--- src/rtl/eight_div_module.sv ---
// Sequential restoring divider: one quotient bit per clock, one-cycle done pulse,
// results held in output registers until the next result is loaded.
module eight_div_module #(
  parameter int WIDTH = 8
) (
  input  logic             clk,
  input  logic             rst_n,
  input  logic             start,
  input  logic [WIDTH-1:0] a,
  input  logic [WIDTH-1:0] b,
  output logic             busy,
  output logic             done,
  output logic [WIDTH-1:0] quotient,
  output logic [WIDTH-1:0] remainder,
  output logic             div_by_zero
);

  localparam int CW = (WIDTH > 1) ? $clog2(WIDTH) : 1;
  localparam logic [CW-1:0] LAST = CW'(WIDTH - 1);

  typedef enum logic [1:0] {IDLE, CALC, DONE} state_e;

  state_e           state_q, state_d;
  logic [WIDTH-1:0] dvd_q, dvd_d;
  logic [WIDTH-1:0] dvs_q, dvs_d;
  logic [WIDTH:0]   pr_q, pr_d;
  logic [WIDTH-1:0] quo_q, quo_d;
  logic [CW-1:0]    cnt_q, cnt_d;
  logic [WIDTH-1:0] quotient_q, quotient_d;
  logic [WIDTH-1:0] remainder_q, remainder_d;
  logic             dbz_q, dbz_d;

  // One restoring step; pr is one bit wider than the divisor so the compare never overflows.
  logic [WIDTH:0]   pr_sh, pr_nx;
  logic [WIDTH-1:0] quo_nx;
  logic             qbit;

  always_comb begin
    pr_sh  = {pr_q[WIDTH-1:0], dvd_q[WIDTH-1]};
    qbit   = (pr_sh >= {1'b0, dvs_q});
    pr_nx  = qbit ? (pr_sh - {1'b0, dvs_q}) : pr_sh;
    quo_nx = {quo_q[WIDTH-2:0], qbit};
  end

  always_comb begin
    state_d     = state_q;
    dvd_d       = dvd_q;
    dvs_d       = dvs_q;
    pr_d        = pr_q;
    quo_d       = quo_q;
    cnt_d       = cnt_q;
    quotient_d  = quotient_q;
    remainder_d = remainder_q;
    dbz_d       = dbz_q;
    case (state_q)
      IDLE, DONE: begin
        state_d = IDLE;
        // DONE also accepts a start so back-to-back divisions lose no cycle.
        if (start) begin
          dvd_d = a;
          dvs_d = b;
          pr_d  = '0;
          quo_d = '0;
          cnt_d = '0;
          if (b != '0) begin
            state_d = CALC;
          end else begin
            state_d     = DONE;
            quotient_d  = '1;
            remainder_d = a;
            dbz_d       = 1'b1;
          end
        end
      end
      CALC: begin
        dvd_d = dvd_q << 1;
        pr_d  = pr_nx;
        quo_d = quo_nx;
        cnt_d = cnt_q + 1'b1;
        if (cnt_q == LAST) begin
          state_d     = DONE;
          quotient_d  = quo_nx;
          remainder_d = pr_nx[WIDTH-1:0];
          dbz_d       = 1'b0;
        end
      end
      default: state_d = IDLE;
    endcase
  end

  always_ff @(posedge clk or negedge rst_n) begin
    if (!rst_n) begin
      state_q     <= IDLE;
      dvd_q       <= '0;
      dvs_q       <= '0;
      pr_q        <= '0;
      quo_q       <= '0;
      cnt_q       <= '0;
      quotient_q  <= '0;
      remainder_q <= '0;
      dbz_q       <= 1'b0;
    end else begin
      state_q     <= state_d;
      dvd_q       <= dvd_d;
      dvs_q       <= dvs_d;
      pr_q        <= pr_d;
      quo_q       <= quo_d;
      cnt_q       <= cnt_d;
      quotient_q  <= quotient_d;
      remainder_q <= remainder_d;
      dbz_q       <= dbz_d;
    end
  end

  assign busy        = (state_q == CALC);
  assign done        = (state_q == DONE);
  assign quotient    = quotient_q;
  assign remainder   = remainder_q;
  assign div_by_zero = dbz_q;

endmodule

--- config.mk ---
export PLATFORM = sky130hd
export DESIGN_NAME = eight_div_module
export DESIGN_NICKNAME = d
export VERILOG_FILES = /design/src/rtl/eight_div_module.sv
export SDC_FILE = /design/constraint.sdc
export NUM_CORES = 1
export LEC_CHECK = 0
export BUFFER_PORTS_ARGS = -buffer_cell sky130_fd_sc_hd__buf_2
export CAP_MARGIN = 25
export CELL_PAD_IN_SITES_DETAIL_PLACEMENT = 0
export CELL_PAD_IN_SITES_GLOBAL_PLACEMENT = 2
export CORE_ASPECT_RATIO = 0.5
export CORE_MARGIN = 2
export CORE_UTILIZATION = 37
export CTS_BUF_LIST = sky130_fd_sc_hd__clkbuf_2 sky130_fd_sc_hd__clkbuf_4 sky130_fd_sc_hd__clkbuf_8
export CTS_CLUSTER_DIAMETER = 150
export DETAILED_ROUTE_END_ITERATION = 8
export PLACE_DENSITY_LB_ADDON = 0.1
export SYNTH_ARGS = -nofsm -noshare
export SYNTH_HDL_FRONTEND = slang
export SYNTH_SLANG_ARGS = --single-unit
--- constraint.sdc ---
create_clock -name clk -period 2.3 [get_ports clk]
set_input_delay 0.23 -clock clk [delete_from_list [all_inputs] [get_ports clk]]
set_output_delay 0.23 -clock clk [all_outputs]
set_load 0.005 [all_outputs]
==> flow_summary_export.csv <==
group,metric,value,unit
synthesis,synth_area,2730,um^2
grt,grt_use_met2,0.276,
worst_setup_path,critPathBufInv,2,
floorplan,io_pins,38,
worst_setup_path,slowest_delay,390,ps
grt,grt-ovfl-total,0,
floorplan,die_w,125,um
sta,skew,9.22,ps
worst_setup_path,critPathKind,"flop to flop",
place,io_buffers,37,
run_status,outcome,"finished clean",
route,drc,0,
grt,use_met3,0.0380,
synthesis,synth_cell_types,49,
final_layout,antenna_cells,0,
synthesis,synth_top_area_share,0.486,
place,globalplace.congestion,0.808,
run,maxCapViolations,0,
grt,antenna_found_initial,0,
power_and_ir_drop,power,5.33,mW
power_and_ir_drop,p_switching,2.35,mW
cts,cts_tree,"done",
sta,layout_min_cycle_time,2150,ps
power_and_ir_drop,powerDensity,1670,nW/um^2
route,post_drt_via_cell_ratio,5.20,
grt,grt_max_degree,33,
place,place_inst,417,
synthesis,ys_ff_latch,53,
cts,cts.clk_slew.worst_paths,100,ps
sta,hold_ws,111,ps
sta,relSlewSlack,0.639,
grt,grt_pass1_wl,11.7,mm
worst_setup_path,start_kind,"flop",
worst_setup_path,crit_required,2520,ps
floorplan,start_util,0.377,
sta,hold_viol,0,
synthesis,synth_edf_count,0,
power_and_ir_drop,ir_drop,534,uV
cts,htree_levels,2,
worst_setup_path,slowest_stage,"dfrtp_1",
grt,track_usage,0.187,
power_and_ir_drop,clock_power_share,0.127,
synthesis,yosys-top-cells-area,"dfrtp_1 49%, nand2_1 7.8%, ha_1 4.6%, o21ai_0 3.1%, a21oi_1 2.4%",
floorplan,core,7240,um^2
route,wl_per_cell,16.4,um
place,dp_slack,103,ps
floorplan,dieArea,8120,um^2
synthesis,syn-num-nets,319,
power_and_ir_drop,p_int,2.98,mW
grt,use_met1,0.280,
final_layout,fin_area,3190,um^2
place,hpwl,5.16,mm
synthesis,ys_seq_area_frac,0.486,
worst_setup_path,worstPathMaxFanout,5,
route,drtIter0Drc,190,
route,wirelength,6.97,mm
place,placed_area,3060,um^2
power_and_ir_drop,pwr-share-comb,0.557,
synthesis,netlist_instances,289,
cts,cts_buffers,5,
route,num_vias,2214,
synthesis,synth_top_area_cell,"dfrtp_1",
worst_setup_path,crit_chain,"inv_1 > ha_1 > nor2b_1 > o31a_1 > o211ai_1 > buf_4 > nand2_1 > o22a_2",
floorplan,fp.dieH,64.7,um
cts,cts-root-buf,"clkbuf_8",
sta,fmax,466,MHz
sta,finalCritPeriodShare,0.933,
cts,cts_buffer_depth,2,
grt,grt_pass1_vias,2190,
synthesis,synth_ff_type,"dfrtp_1",
sta,rsz0062_at_grt,"no",
cts,cts_sinks,53,
final_layout,drive_above_1_share,0.212,
sta,setup_viol,0,
final_layout,synthToLayoutAreaGrowth,17.0,%
final_layout,nNetsFinal,359,
synthesis,avgSynthCellArea,9.44,um^2
sta,drv_slew,0,
sta,setup_tns,0,ps
worst_setup_path,arrival,2370,ps
power_and_ir_drop,share_seq_of_total_power,0.316,
final_layout,final_core_util,0.441,
route,drtPass1Iterations,6,
sta,max_slew.worst_pin.slew,542,ps
worst_setup_path,cp-end-kind,"flop",
min_path,hp-class,"input port to flop",
sta,fin_ws,154,ps
route,ant_nets,0,
worst_setup_path,critical_path.top_delay_family,"compound AO/OA/AOI/OAI gates",
power_and_ir_drop,sw_frac_of_total,0.440,
grt,grt.busiest_layer,"met1",
floorplan,rows,22,
power_and_ir_drop,p_leak,1.47,nW
synthesis,ys_async_sr_fraction,1.00,
final_layout,fin_cells,426,
cts,clock_latency,320,ps
synthesis,yosysWarnings,0,
==> path summary, 6_finish.rpt <==
check,start,end,slack (ps),cells after the start
setup reg to reg,dvs_q[1]$_DFFE_PN0P_,quotient[0]$_DFFE_PN0P_,150,8
min in group asynchronous,rst_n,quotient[7]$_DFFE_PN0P_,410,2
hold / removal,b[0],dvs_q[0]$_DFFE_PN0P_,110,3
max in group asynchronous,rst_n,pr_q[7]$_DFFE_PN0P_,1320,3
hold reg to reg,quotient[3]$_DFFE_PN0P_,quotient[3]$_DFFE_PN0P_,490,1
setup / recovery,dvs_q[1]$_DFFE_PN0P_,quotient[0]$_DFFE_PN0P_,150,8
==> timing repair <==
action | CTS | global route
endpoints found under the hold margin | 21 | 0
endpoints found under the setup margin | 0 | 2
hold buffers | 1 | 0
gates resized for setup | 0 | 2
buffers inserted | 0 | 0
==> cells in the mapped netlist (2+ instances only) <==
master	count
mux2i_1	4
ha_1	10
o21ai_0	17
o21a_1	2
o31ai_1	5
o22a_2	3
a31oi_1	9
nor3_1	6
a21boi_1	2
clkbuf_1	11
buf_2	6
dfrtp_1	53
nand2_1	57
nor2b_1	4
nor2_1	14
o22ai_1	3
a21oi_1	13
a22oi_1	6
inv_1	13
buf_6	2
xor2_1	2
o22a_1	3
nand3_1	6
nand4_1	3
o21ai_2	2
a22o_1	3
nand3b_1	2
nand2b_1	4
o211ai_1	4
==> power by group through the flow <==
stage / clock network [mW] / registers [mW] / logic [mW]
CTS: 0.700 / 1.68 / 2.96
finish: 0.679 / 1.68 / 2.97
detailed placement: 0 / 1.70 / 2.95
global placement: 0 / 1.69 / 2.95
floorplan: 0 / 1.63 / 2.12
global route: 0.742 / 1.75 / 3.34
==> cell families after synthesis <==
kind of cell             Yosys count  share of synthesized area
multiplexers                       4                     0.0147
buffers and inverters             32                     0.0523
flip-flops                        53                      0.486
adder cells (fa/ha/maj)           11                     0.0532
XOR/XNOR                           3                    0.00963
AO/OA/AOI/OAI                     83                      0.214
AND/OR/NAND/NOR                  103                      0.171
==> placed cells by master (no fill, tap or decap), drive strengths merged, types with 2 or more instances in the layout <==
cell / instances
a22o: 3
o31ai: 6
nor3: 6
nand3b: 2
a21boi: 2
a31oi: 9
xor2: 2
nor2b: 4
nand3: 6
nand4: 3
nand2: 57
a21oi: 14
o22ai: 3
o22a: 6
inv: 13
mux2i: 4
buf: 51
or4: 2
o211ai: 4
ha: 10
a22oi: 6
o21ai: 19
clkbuf: 6
nand2b: 4
nor2: 14
o21a: 2
dfrtp: 53
==> metal layers <==
metal  part of all wire  vias up
met5                  0        -
met4             0.0093        0
met3              0.049        5
met2               0.41       46
met1               0.53     1057
li1                   -     1106
==> cell type report <==
class / instances / area (um^2)
fillers: 725 / 4050
flip-flops and latches: 53 / 1330
multi-input cells: 204 / 1270
repair buffers: 52 / 313
well taps: 96 / 120
clock buffers: 6 / 76.3
inverters: 13 / 48.8
clock inverters: 2 / 38.8
==> worst min-delay path: stages <==
cell	delay, ps
buf_2	90
nand2_1	40
nand2_1	50
==> sequential cells by signal (all words and copies together) (netlist names), 2 cells and up <==
name	count
dvd_q	8
dvs_q	8
pr_q	8
quotient	8
remainder	8
quo_q	7
cnt_q	3
state_q	2
Note: power is estimated with default switching activity, not from simulation.
